## src/rtl/irq_pkg.sv

```systemverilog
// rtl/irq_pkg.sv - shared state encoding and vector defaults for the interrupt sequencer
package irq_pkg;

    typedef enum logic [2:0] {
        IRQ_IDLE    = 3'd0,
        IRQ_ARM     = 3'd1,
        IRQ_TAKE    = 3'd2,
        IRQ_SERVICE = 3'd3,
        IRQ_RETURN  = 3'd4
    } irq_state_t;

    localparam logic [31:0] IRQ_VEC_BASE_DEF   = 32'h0000_000C;
    localparam int          IRQ_VEC_STRIDE_DEF = 8;

endpackage

```

## src/rtl/irq_sync_edge.sv

```systemverilog
// rtl/irq_sync_edge.sv - per-line synchronizer chain with rising-edge detector
module irq_sync_edge #(
    parameter int SYNC_STAGES = 2
) (
    input  logic i_clk,
    input  logic i_reset,
    input  logic i_line,
    output logic o_edge
);

    logic [SYNC_STAGES-1:0] r_sync;
    logic                   r_prev;

    always_ff @(posedge i_clk or posedge i_reset) begin
        if (i_reset) begin
            r_sync <= '0;
            r_prev <= 1'b0;
        end else begin
            r_sync <= {r_sync[SYNC_STAGES-2:0], i_line};
            r_prev <= r_sync[SYNC_STAGES-1];
        end
    end

    // prev resets low, so a line held high through reset still yields one edge
    assign o_edge = r_sync[SYNC_STAGES-1] & ~r_prev;

endmodule

```

## src/rtl/irq_sequencer.sv

```systemverilog
// rtl/irq_sequencer.sv - fixed-priority interrupt sequencer issuing flush/redirect to handler vectors
module irq_sequencer
    import irq_pkg::*;
#(
    parameter int          N_IRQ       = 4,
    parameter int          SYNC_STAGES = 2,
    parameter logic [31:0] VEC_BASE    = IRQ_VEC_BASE_DEF,
    parameter int          VEC_STRIDE  = IRQ_VEC_STRIDE_DEF,
    localparam int         ID_W        = (N_IRQ > 1) ? $clog2(N_IRQ) : 1
) (
    input  logic             i_clk,
    input  logic             i_reset,
    input  logic [N_IRQ-1:0] i_irq_in,
    input  logic             i_en_we,
    input  logic [N_IRQ-1:0] i_en_wdata,
    input  logic             i_gie_we,
    input  logic             i_gie_wdata,
    input  logic             i_pipe_ok,
    input  logic [31:0]      i_resume_pc,
    input  logic             i_eret,
    output logic             o_flush,
    output logic             o_jump_en,
    output logic [31:0]      o_jump_addr,
    output logic [31:0]      o_epc,
    output logic [ID_W-1:0]  o_irq_id,
    output logic [N_IRQ-1:0] o_pending,
    output logic [N_IRQ-1:0] o_enable,
    output logic             o_gie,
    output logic             o_in_service
);

    irq_state_t       r_state;
    irq_state_t       w_next;
    logic [N_IRQ-1:0] r_pending;
    logic [N_IRQ-1:0] r_enable;
    logic             r_gie;
    logic [31:0]      r_epc;
    logic [ID_W-1:0]  r_irq_id;

    logic [N_IRQ-1:0] w_edge;
    logic [N_IRQ-1:0] w_req;
    logic [N_IRQ-1:0] w_clr;
    logic [ID_W-1:0]  w_win;
    logic             w_qual;
    logic             w_take_now;
    logic [31:0]      w_vec_addr;

    for (genvar g = 0; g < N_IRQ; g++) begin : g_line
        irq_sync_edge #(
            .SYNC_STAGES(SYNC_STAGES)
        ) u_sync_edge (
            .i_clk  (i_clk),
            .i_reset(i_reset),
            .i_line (i_irq_in[g]),
            .o_edge (w_edge[g])
        );
    end

    assign w_req  = r_pending & r_enable;
    assign w_qual = r_gie & (|w_req);

    // Scan downward so the lowest requesting index is the last one assigned
    always_comb begin
        w_win = '0;
        for (int i = N_IRQ - 1; i >= 0; i--) begin
            if (w_req[i]) begin
                w_win = ID_W'(i);
            end
        end
    end

    assign w_take_now = (r_state == IRQ_ARM) && w_qual && i_pipe_ok;
    assign w_clr      = (r_state == IRQ_TAKE) ? (N_IRQ'(1) << r_irq_id) : '0;

    always_comb begin
        w_next = r_state;
        case (r_state)
            IRQ_IDLE:    if (w_qual) w_next = IRQ_ARM;
            IRQ_ARM: begin
                if (!w_qual)        w_next = IRQ_IDLE;
                else if (i_pipe_ok) w_next = IRQ_TAKE;
            end
            IRQ_TAKE:    w_next = IRQ_SERVICE;
            IRQ_SERVICE: if (i_eret) w_next = IRQ_RETURN;
            IRQ_RETURN:  w_next = IRQ_IDLE;
            default:     w_next = IRQ_IDLE;
        endcase
    end

    always_ff @(posedge i_clk or posedge i_reset) begin
        if (i_reset) begin
            r_state   <= IRQ_IDLE;
            r_pending <= '0;
            r_enable  <= '0;
            r_gie     <= 1'b0;
            r_epc     <= '0;
            r_irq_id  <= '0;
        end else begin
            r_state <= w_next;
            // A fresh edge on the bit being cleared wins over the clear
            r_pending <= (r_pending & ~w_clr) | w_edge;
            if (i_en_we)  r_enable <= i_en_wdata;
            if (i_gie_we) r_gie    <= i_gie_wdata;
            if (w_take_now) r_irq_id <= w_win;
            if (r_state == IRQ_TAKE) r_epc <= i_resume_pc;
        end
    end

    assign w_vec_addr = VEC_BASE + (32'(r_irq_id) * 32'(VEC_STRIDE));

    always_comb begin
        o_flush     = 1'b0;
        o_jump_en   = 1'b0;
        o_jump_addr = '0;
        if (r_state == IRQ_TAKE) begin
            o_flush     = 1'b1;
            o_jump_en   = 1'b1;
            o_jump_addr = w_vec_addr;
        end else if (r_state == IRQ_RETURN) begin
            o_flush     = 1'b1;
            o_jump_en   = 1'b1;
            o_jump_addr = r_epc;
        end
    end

    assign o_epc        = r_epc;
    assign o_irq_id     = r_irq_id;
    assign o_pending    = r_pending;
    assign o_enable     = r_enable;
    assign o_gie        = r_gie;
    assign o_in_service = (r_state == IRQ_SERVICE);

endmodule

```

## config.mk

```make
export PLATFORM = sky130hd
export DESIGN_NAME = irq_sequencer
export DESIGN_NICKNAME = d
export VERILOG_FILES = /design/src/rtl/irq_pkg.sv /design/src/rtl/irq_sync_edge.sv /design/src/rtl/irq_sequencer.sv
export SDC_FILE = /design/constraint.sdc
export NUM_CORES = 1
export LEC_CHECK = 0
export BUFFER_PORTS_ARGS = -buffer_cell sky130_fd_sc_hd__buf_2
export CORE_MARGIN = 1
export CORE_UTILIZATION = 40
export DETAILED_ROUTE_END_ITERATION = 6
export PLACE_DENSITY = 0.74
export SLEW_MARGIN = 10
export SYNTH_ARGS = -nofsm -noshare
export SYNTH_HDL_FRONTEND = slang
export SYNTH_SLANG_ARGS = --single-unit
export TNS_END_PERCENT = 50
```

## constraint.sdc

```tcl
create_clock -name i_clk -period 1.5 [get_ports i_clk]
set_clock_uncertainty 0.05 [all_clocks]
set_input_delay 0 -clock i_clk [delete_from_list [all_inputs] [get_ports i_clk]]
set_output_delay 0 -clock i_clk [all_outputs]
set_load 0.005 [all_outputs]
```

==> summary.txt <==
Critical path
  – Worst r2r dst: o_epc[10]$_DFFE_PP0P_
  – Critical path's most frequent cell: buf_6
  – Crit path kind: flip-flop to primary output
  – Worst stage delay on the critical path: 0.41 ns
  – CP max FO: 8
  – Critical Path Slowest Stage Cell: dfrtp_1
  – Worst R2R Path Depth: 4
  – Reg2reg start: r_state[2]$_DFFE_PP0P_
  – Reg2reg setup slack: 0.03 ns
  – CP Capture Type: primary output
  – CP Launch Type: flip-flop
  – CP bufs+invs: 4
  – Arr. time, crit path: 1.59 ns
  – Delay-heaviest family, CP: buffers and inverters
  – Required time of the worst setup path: 1.45 ns
  – Cell breakdown of the critical path: buf_6 -> nor3b_4 -> buf_6 -> buf_8 -> and2_1 -> buf_2

Global routing
  – First-pass GRT wire length: 10.2 mm
  – Pin count of the biggest net entering global routing: 35
  – Overall routing resource usage: 21.8%
  – Initial antenna violation count: 0
  – Vias in the first global route: 2187
  – GR Overflow Total: 0

STA
  – Min setup slack post-route: -0.142 ns
  – Setup TNS: -3.97 ns
  – RSZ-0062 raised after global routing: yes
  – Max-Slew Margin vs Limit: 62.9%
  – FMAX: 609 MHz
  – Pins over their slew limit: 0
  – Final Setup Violations: 34
  – Final Critical Period: 1.64 ns
  – Final Hold Vio Count: 0
  – Worst slew pin tran: 0.556 ns
  – Crit share post-route: 109%

Synthesis
  – Yosys reg bits: 58
  – Cell count after synthesis: 179
  – Number of distinct library cells after synthesis: 26
  – Synth Warn #: 0
  – Top-area cell type share of the netlist area: 60.2%
  – Area leader, netlist: dfrtp_1
  – Synth top area cells: dfrtp_1 60%, mux2_2 18%, and2_1 7.0%
  – FFs w/ async S/R, synth: 100%
  – EDFF count, synth: 0
  – Seq/Total Area, Yosys: 60.2%
  – Mapped Area: 2410 sq um
  – Top FF cell, synth: dfrtp_1
  – Post-Synthesis Net Count: 230
  – Syn Area/Cell: 13.5 sq um

Die
  – Die area: 6340 sq um
  – Row cnt: 27
  – Initial Utilization: 42.7%
  – Die Wd: 79.6 um
  – Placeable Area: 5640 sq um
  – Die Y: 79.6 um
  – I/O Pins: 125

Detailed routing
  – Via count: 2138
  – Wire per inst: 15.4 um
  – Iter 0 DRT Violations: 47
  – Routed WL: 6.90 mm
  – DR DRC count: 0
  – Via/cell ratio: 4.76
  – DRT Pass-1 Iters: 4
  – Routed Antenna Nets: 0

Run status
  – Failing checks: setup timing
  – Status: finished with violations

Power
  – P_leak: 2.08 nW
  – Total power: 6.31 mW
  – PD cells: 1510 nW/um^2
  – VDD IR max: 0.901 mV

Clock tree
  – Clk buf depth: 2
  – CTS sink cnt: 58
  – Clock Latency Late Sink: 0.33 ns
  – Clock transition at path regs: 0.07 ns
  – TritonCTS clock tree: built
  – Cts bufs inserted: 9
  – Root Driver: clkbuf_8
  – H-tree levels: 3

Finish
  – Area Overhead vs Synth: 73.2%
  – Multi-input logic area: 962 sq um
  – Seq. cell area: 1450 sq um
  – Layout cell share with drive strength beyond 1: 59.2%
  – Post-route cell area: 4180 sq um
  – NumNets Final: 424
  – FILL cells: 384
  – # diodes: 0
  – Finished Core Util: 74.0%

Job
  – Max Cap Viol: 0

Min path
  – Hold path startpoint: i_en_we
  – Hold Path Class: primary input to flip-flop
  – Worst Hold End: o_enable[0]$_DFFE_PP0P_
  – Hold depth: 3

Place
  – HPWL after DPL: 3.99 mm
  – Port Buffers: 124
  – Placement Setup Slack: 0.0502 ns
  – Global placement routability congestion: 0.751
  – Placed cell areas: 3210 sq um
## routing by layer
layer	global-route usage [%]	share of wire, %
met5	0	0
met4	6.55	1.6
met3	6.51	6.4
met2	39.8	52
met1	24.1	40
## synthesized netlist by cell type, types with 2 or more instances
library cell and n:
dfrtp_1 58, mux2_2 39, and2_1 27, inv_1 8, nand2_1 8, a22o_1 6, buf_4 4, ha_1 4
clkbuf_1 3, a21oi_1 2, a22oi_1 2, and2_2 2, nor2_1 2, nor2b_1 2
## logic make-up (layout without fill, tap and decap cells)
logic type,Yosys count,in the layout,share of synthesized area [%]
compound gates,13,13,4.10
fa+ha+maj,4,4,2.08
buf+inv,16,214,3.17
flops,58,58,60.2
mux,40,40,18.6
simple gates,48,48,11.8
## stage by stage
| stage | cells | hold slack [ns] |
|---|---|---|
| after floorplan | 179 | -0.0186 |
| after global placement | 378 | 0.0273 |
| after detailed placement | 378 | 0.0331 |
| after CTS | 447 | 0.219 |
| final | 449 | 0.106 |
| after global routing | 449 | 0.112 |
## power by group
part	total [mW]	switching, mW	internal [mW]
Sequential	2.62	0.477	2.14
Clock	1.29	0.617	0.676
Combinational	2.40	0.925	1.48
## worst min-delay path, stage by stage
cell,delay [ns]
buf_2,0.12
mux2_2,0.15
dlymetal6s4s_1,0.17
## cell usage in the layout (no fill, tap or decap), drive strengths merged, types with 2 or more instances in the layout
master and n:
and2 29, a22oi 2, clkinvlp 3, nor2b 2, dlygate4sd3 48, nand2 8, a21oi 2, buf 141
mux2 39, nor2 3, a22o 6, dfrtp 58, inv 8, ha 4, clkbuf 12
## worst max-delay path by stage
stage / start / to / slack (ns) / cells after the start
after floorplan: i_reset / g_line[0].u_sync_edge.r_prev$_DFF_PP0_ / 0.02 / 1
after global placement: o_pending[2]$_DFF_PP0_ / o_irq_id[1]$_DFFE_PP0P_ / 0.07 / 4
after detailed placement: o_pending[2]$_DFF_PP0_ / o_irq_id[0]$_DFFE_PP0P_ / 0.05 / 4
after CTS: r_state[1]$_DFFE_PP0P_ / o_jump_addr[28] / -0.16 / 6
after global routing: r_state[1]$_DFFE_PP0P_ / o_jump_addr[16] / -0.23 / 6
final: r_state[1]$_DFFE_PP0P_ / o_jump_addr[16] / -0.14 / 6
## sequential cells by signal, indices dropped and copies added, names as in the netlist
| signal | count |
|---|---|
| o_epc | 32 |
| g_line.u_sync_edge.r_sync | 8 |
| g_line.u_sync_edge.r_prev | 4 |
| o_enable | 4 |
| o_pending | 4 |
| r_state | 3 |
| o_irq_id | 2 |
| o_gie | 1 |
## timing repair
item                                    CTS  global route
gates cloned                              1             2
hold endpoints to repair                 67             0
buffers inserted                          4             1
endpoints found under the setup margin   34            56
resized for setup                        12            45
hold buffers                             49             0
pin swaps                                20             5
## final cells by class
class | count | area share [%]
Timing Repair Buffer | 191 | 35.0
Sequential cell | 58 | 34.8
Multi-Input combinational cell | 105 | 23.0
Clock buffer | 11 | 3.62
Tap cell | 72 | 2.16
Inverter | 8 | 0.719
Clock inverter | 4 | 0.659
Power figures use the tool's default switching activity.
